## config.mk

```make
export PLATFORM = sky130hd
export DESIGN_NAME = signed_value_entry
export DESIGN_NICKNAME = d
export VERILOG_FILES = /design/src/rtl/sve_pkg.sv /design/src/rtl/button_conditioner.sv /design/src/rtl/signed_value_entry.sv
export SDC_FILE = /design/constraint.sdc
export NUM_CORES = 1
export LEC_CHECK = 0
export BUFFER_PORTS_ARGS = -buffer_cell sky130_fd_sc_hd__buf_2
export CORE_MARGIN = 2
export CORE_UTILIZATION = 48
export CTS_CLUSTER_DIAMETER = 60
export DETAILED_ROUTE_END_ITERATION = 10
export PLACE_DENSITY_LB_ADDON = 0.1
export SYNTH_ARGS = -nofsm -noshare
export SYNTH_HDL_FRONTEND = slang
export SYNTH_SLANG_ARGS = --single-unit
```

## constraint.sdc

```tcl
create_clock -name CLK100MHZ -period 5.5 [get_ports CLK100MHZ]
set_input_delay 1.1 -clock CLK100MHZ [delete_from_list [all_inputs] [get_ports CLK100MHZ]]
set_output_delay 1.1 -clock CLK100MHZ [all_outputs]
set_load 0.03 [all_outputs]
```

## src/rtl/sve_pkg.sv

```systemverilog
// sve_pkg: shared limits, opcodes and saturation helper for signed_value_entry
package sve_pkg;
  localparam logic signed [7:0] C_MAX = 8'sd127;
  localparam logic signed [7:0] C_MIN = -8'sd127;
  localparam logic signed [7:0] C_ZERO = 8'sd0;
  typedef enum logic [2:0] {OP_NONE, OP_CLR, OP_LD, OP_INC, OP_DEC} op_t;
  function automatic logic [7:0] clamp9(input logic signed [8:0] v);
    return v > 9'sd127 ? C_MAX : v < -9'sd127 ? C_MIN : v[7:0];
  endfunction
endpackage

```

## src/rtl/button_conditioner.sv

```systemverilog
// button_conditioner: sync, debounce, rising-edge pulse and optional auto-repeat for one button
module button_conditioner #(
  parameter int DEBOUNCE_CYCLES = 1_000_000,
  parameter int HOLD_CYCLES = 50_000_000,
  parameter int REPEAT_CYCLES = 10_000_000,
  parameter bit REPEAT_EN = 1'b1
) (
  input  logic CLK100MHZ,
  input  logic rst,
  input  logic btn_raw,
  output logic press_pulse
);
  localparam int DW = $clog2(DEBOUNCE_CYCLES + 1);
  localparam int HW = $clog2(HOLD_CYCLES + 1);
  logic s1, s2, lvl, arm, acc, lvl_n, hit;
  logic [1:0] v;
  logic [DW-1:0] cnt;
  logic [HW-1:0] rc;
  // arm only after a synced low is seen, so a button held across reset never fires
  assign acc = arm && s2 != lvl && cnt == DW'(DEBOUNCE_CYCLES - 1);
  assign lvl_n = acc ? s2 : lvl;
  assign hit = REPEAT_EN && lvl && lvl_n && rc == HW'(HOLD_CYCLES - 1);
  always_ff @(posedge CLK100MHZ or posedge rst)
    if (rst) begin
      s1 <= 1'b0;
      s2 <= 1'b0;
      v <= '0;
      arm <= 1'b0;
      cnt <= '0;
      lvl <= 1'b0;
      rc <= '0;
      press_pulse <= 1'b0;
    end else begin
      s1 <= btn_raw;
      s2 <= s1;
      v <= {v[0], 1'b1};
      arm <= arm | (v[1] & ~s2);
      cnt <= (arm && s2 != lvl && !acc) ? cnt + 1'b1 : '0;
      lvl <= lvl_n;
      rc <= !lvl ? '0 : hit ? HW'(HOLD_CYCLES - REPEAT_CYCLES) : rc + 1'b1;
      press_pulse <= (acc && s2) || hit;
    end
endmodule

```

## src/rtl/signed_value_entry.sv

```systemverilog
// signed_value_entry: button-driven saturating signed 8-bit value for the seven-segment driver
module signed_value_entry
  import sve_pkg::*;
#(
  parameter int DEBOUNCE_CYCLES = 1_000_000,
  parameter int HOLD_CYCLES = 50_000_000,
  parameter int REPEAT_CYCLES = 10_000_000
) (
  input  logic       CLK100MHZ,
  input  logic       rst,
  input  logic       BTN_UP,
  input  logic       BTN_DN,
  input  logic       BTN_LD,
  input  logic       BTN_CLR,
  input  logic [7:0] SW,
  output logic [7:0] C,
  output logic       C_UPD,
  output logic       SAT
);
  logic up, dn, ld, clr;
  logic [7:0] sw1, sw2, nxt;
  logic signed [8:0] c9, nxt9;
  op_t op;
  button_conditioner #(DEBOUNCE_CYCLES, HOLD_CYCLES, REPEAT_CYCLES, 1'b1) u_up (
    .CLK100MHZ(CLK100MHZ), .rst(rst), .btn_raw(BTN_UP), .press_pulse(up));
  button_conditioner #(DEBOUNCE_CYCLES, HOLD_CYCLES, REPEAT_CYCLES, 1'b1) u_dn (
    .CLK100MHZ(CLK100MHZ), .rst(rst), .btn_raw(BTN_DN), .press_pulse(dn));
  button_conditioner #(DEBOUNCE_CYCLES, HOLD_CYCLES, REPEAT_CYCLES, 1'b0) u_ld (
    .CLK100MHZ(CLK100MHZ), .rst(rst), .btn_raw(BTN_LD), .press_pulse(ld));
  button_conditioner #(DEBOUNCE_CYCLES, HOLD_CYCLES, REPEAT_CYCLES, 1'b0) u_clr (
    .CLK100MHZ(CLK100MHZ), .rst(rst), .btn_raw(BTN_CLR), .press_pulse(clr));
  // simultaneous UP and DN cancel; lower-priority pulses are simply dropped
  always_comb begin
    op = clr ? OP_CLR : ld ? OP_LD : (up && !dn) ? OP_INC : (dn && !up) ? OP_DEC : OP_NONE;
    c9 = $signed({C[7], C});
    nxt9 = op == OP_CLR ? 9'sd0 : op == OP_LD ? $signed({sw2[7], sw2}) :
           op == OP_INC ? c9 + 9'sd1 : op == OP_DEC ? c9 - 9'sd1 : c9;
    nxt = clamp9(nxt9);
  end
  always_ff @(posedge CLK100MHZ or posedge rst)
    if (rst) begin
      sw1 <= '0;
      sw2 <= '0;
      C <= C_ZERO;
      C_UPD <= 1'b0;
      SAT <= 1'b0;
    end else begin
      sw1 <= SW;
      sw2 <= sw1;
      C <= nxt;
      C_UPD <= nxt != C;
      SAT <= nxt == C_MAX || nxt == C_MIN;
    end
endmodule
```

==> results.cfg <==
[detailed_routing]
dr.pass1.iters = 5
post_drt_wl_per_cell_um = 14.89
drt_iter0_markers = 477
ant_nets = 0
drc = 0
vias = 6067
routed_wl_mm = 16.64
viasPerCell = 5.427

[worst_setup_path]
path_cells = nor4bb_1, nand4_1, nand2_1, mux2_2, o31ai_1, o211ai_2, xnor2_1, or4_1
path_class = flop to flop
cp-end-kind = flop
crit_path_max_incr_delay_ns = 0.62
r2r_slack_ns = 2.14
worstPathMaxFanout = 13
path_delay_family = simple AND/OR/NAND/NOR gates
cp.required_ns = 5.79
worstSetupStartpointType = flop
slowest_stage = dfrtp_1
worst-path-buf-inv = 0
rr_worst_depth = 8
crit_arrival_ns = 3.66
reg2reg_to = C_UPD
reg2reg_from = C[2]

[clock_network]
cts_tree = done
cts.clk_slew.worst_paths_ns = 0.06
cts-root-buf = clkbuf_16
post_cts_buffers = 0
cts.sinks = 180
ctsHtreeMaxLevel = 4
cts_buffer_depth = 2
cts_buffers = 17
hold_buffers = 0
ctsResizeCount = 0
clock_latency_ns = 0.43

[synthesis]
synthesis.nets = 880
ys_async_sr_fraction = 1.000
synth_cell_types = 61
synth_top_area_frac = 0.5254
yosys_warnings = 0
ys_top_cells_by_count = 180 x dfrtp_1, 129 x nor2_1, 86 x xor2_1
synth_ff_type = dfrtp_1
seq_area_frac_synth = 0.5254
post-synth-top-area-cell = dfrtp_1
yosys-top-cells-area = dfrtp_1 53%, xor2_1 8.8%, nor2_1 5.6%, xnor2_1 3.5%, nand2_1 3.4%
synth_most_common_cell = dfrtp_1
synthCells = 858
syn-mean-instance-area_um2 = 9.992
ys_seq_elements = 180
synth_edf_count = 0
synth_area_um2 = 8573

[power_and_ir_drop]
total_power_w = 0.002720
power_density_nw_per_um2 = 285.3
ir_drop_mv = 0.2138
total_leakage_power_nw = 4.263

[floorplan]
fp.dieH_um = 137.6
num_io_pins = 24
coreArea_um2 = 17360
dieArea_um2 = 18950
initial_utilization = 0.4939
row_count = 48
die_x_um = 137.6

[global_routing]
grt_pass1_vias = 6037
grt_max_degree = 82
grt_pass1_wl_mm = 28.45
gr-usage-all-layers = 0.1894
antenna_found_initial = 0
overflow = 0

[min_path]
min_from = sw1[3]
min_path_cells = 0
hold_path_class = flop to flop
min_to = sw2[3]

[timing]
max_freq_mhz = 297.3
finalSetupTns_ns = 0
worst_slew_pin_slew_ns = 1.001
max-slew-margin-rel = 0.3326
finalCritPeriodShare = 0.6116
drv_slew = 0
finalClockSkew_ns = 0.01397
hold_viol_final = 0
rsz0062_at_grt = false
hold_slack_ns = 0.3476
setup_viol = 0
min_period_ns = 3.364

[final_layout]
diodes = 0
stdcell_count = 1118
syn2layout_area_growth_pct = 11.22
nFillCells = 1557
fin_util = 0.5494
final_layout_size_suffix_gt1_frac = 0.08623
ff_latch_area_um2 = 4504
nets = 902
multi_input_area_um2 = 3872

[status]
outcome = finished, final reports clean

[place]
dp_hpwl_mm = 11.09
port_buffers = 23
dpl.cell_count = 1086
gp_congestion = 0.8526

[run]
drv_cap = 0
per-layer routing:
| metal | vias to the layer above | track usage | part of all wire |
|---|---|---|---|
| met3 | 21 | 0.03826 | 0.030 |
| met5 | - | 0 | 0 |
| met2 | 85 | 0.2993 | 0.47 |
| met1 | 2985 | 0.2598 | 0.49 |
| met4 | 0 | 0.06701 | 0.014 |
| li1 | 2976 | - | - |
flip-flops by register name, summed over array words and instances, names as in the netlist, 8 cells and up:
signal	flops
u_dn.rc	26
sw2	8
u_up.cnt	20
u_up.rc	26
u_dn.cnt	20
sw1	8
u_clr.cnt	20
C	8
u_ld.cnt	20
area by class of cell:
| class | count | area share |
|---|---|---|
| clock inverters | 11 | 0.01798 |
| repair buffers | 25 | 0.01365 |
| well taps | 225 | 0.02952 |
| clock buffers | 21 | 0.04934 |
| multi-input cells | 629 | 0.4061 |
| flip-flops and latches | 180 | 0.4724 |
| inverters | 27 | 0.01102 |
cell usage in the layout (no fill, tap or decap), drive strengths merged, types with 3 or more instances in the layout:
| cell | instances |
|---|---|
| nor3b | 3 |
| nand3 | 57 |
| nand2b | 5 |
| or3 | 14 |
| or2 | 3 |
| clkbuf | 21 |
| xor2 | 86 |
| dfrtp | 180 |
| clkinv | 3 |
| inv | 28 |
| a21boi | 4 |
| xnor2 | 34 |
| nand3b | 3 |
| and3 | 30 |
| nor3 | 12 |
| o221ai | 3 |
| a21oi | 17 |
| and4 | 5 |
| nand4 | 23 |
| clkinvlp | 3 |
| nor4bb | 8 |
| nor4 | 13 |
| nand2 | 77 |
| mux2 | 6 |
| a21o | 6 |
| bufinv | 4 |
| o21ai | 22 |
| nor2 | 129 |
| and2 | 20 |
| ha | 8 |
| or4 | 6 |
| buf | 25 |
| o211ai | 3 |
how the worst max path moves through the flow:
stage	from	to	slack, ns	depth (start not counted)
5_1_grt	C[2]	C_UPD	1.93	8
3_5_place_dp	C[2]	C_UPD	2.18	8
6_report	C[2]	C_UPD	2.14	8
4_1_cts	C[2]	C_UPD	2.16	8
3_3_place_gp	C[2]	C_UPD	2.28	8
2_1_floorplan	rst	C[0]	2.09	1
cells by family (layout without fill, tap and decap cells):
logic type / after synthesis / after routing / share of synthesized area
muxes: 8 / 8 / 0.01022
DFF: 180 / 180 / 0.5254
xor gates and xnor gates: 120 / 120 / 0.1226
buffers and inverters: 49 / 84 / 0.02291
other: 1 / 1 / 0.0004374
AOI/OAI and AO/OA: 75 / 75 / 0.06013
and+or+nand+nor: 417 / 417 / 0.2466
adders and majority gates: 8 / 8 / 0.01168
per-stage QoR:
step	cell area, µm²	setup WS, ns
finish	9535	2.136
global route	9535	1.932
CTS	9535	2.163
detailed placement	8894	2.183
global placement	8894	2.277
floorplan	8577	2.091
power by group:
part	switching (W)	internal, W
combinational	0.0000436	0.0000137
sequential	0.0000133	0.00134
clock	0.000509	0.000800
Power figures use the tool's default switching activity.
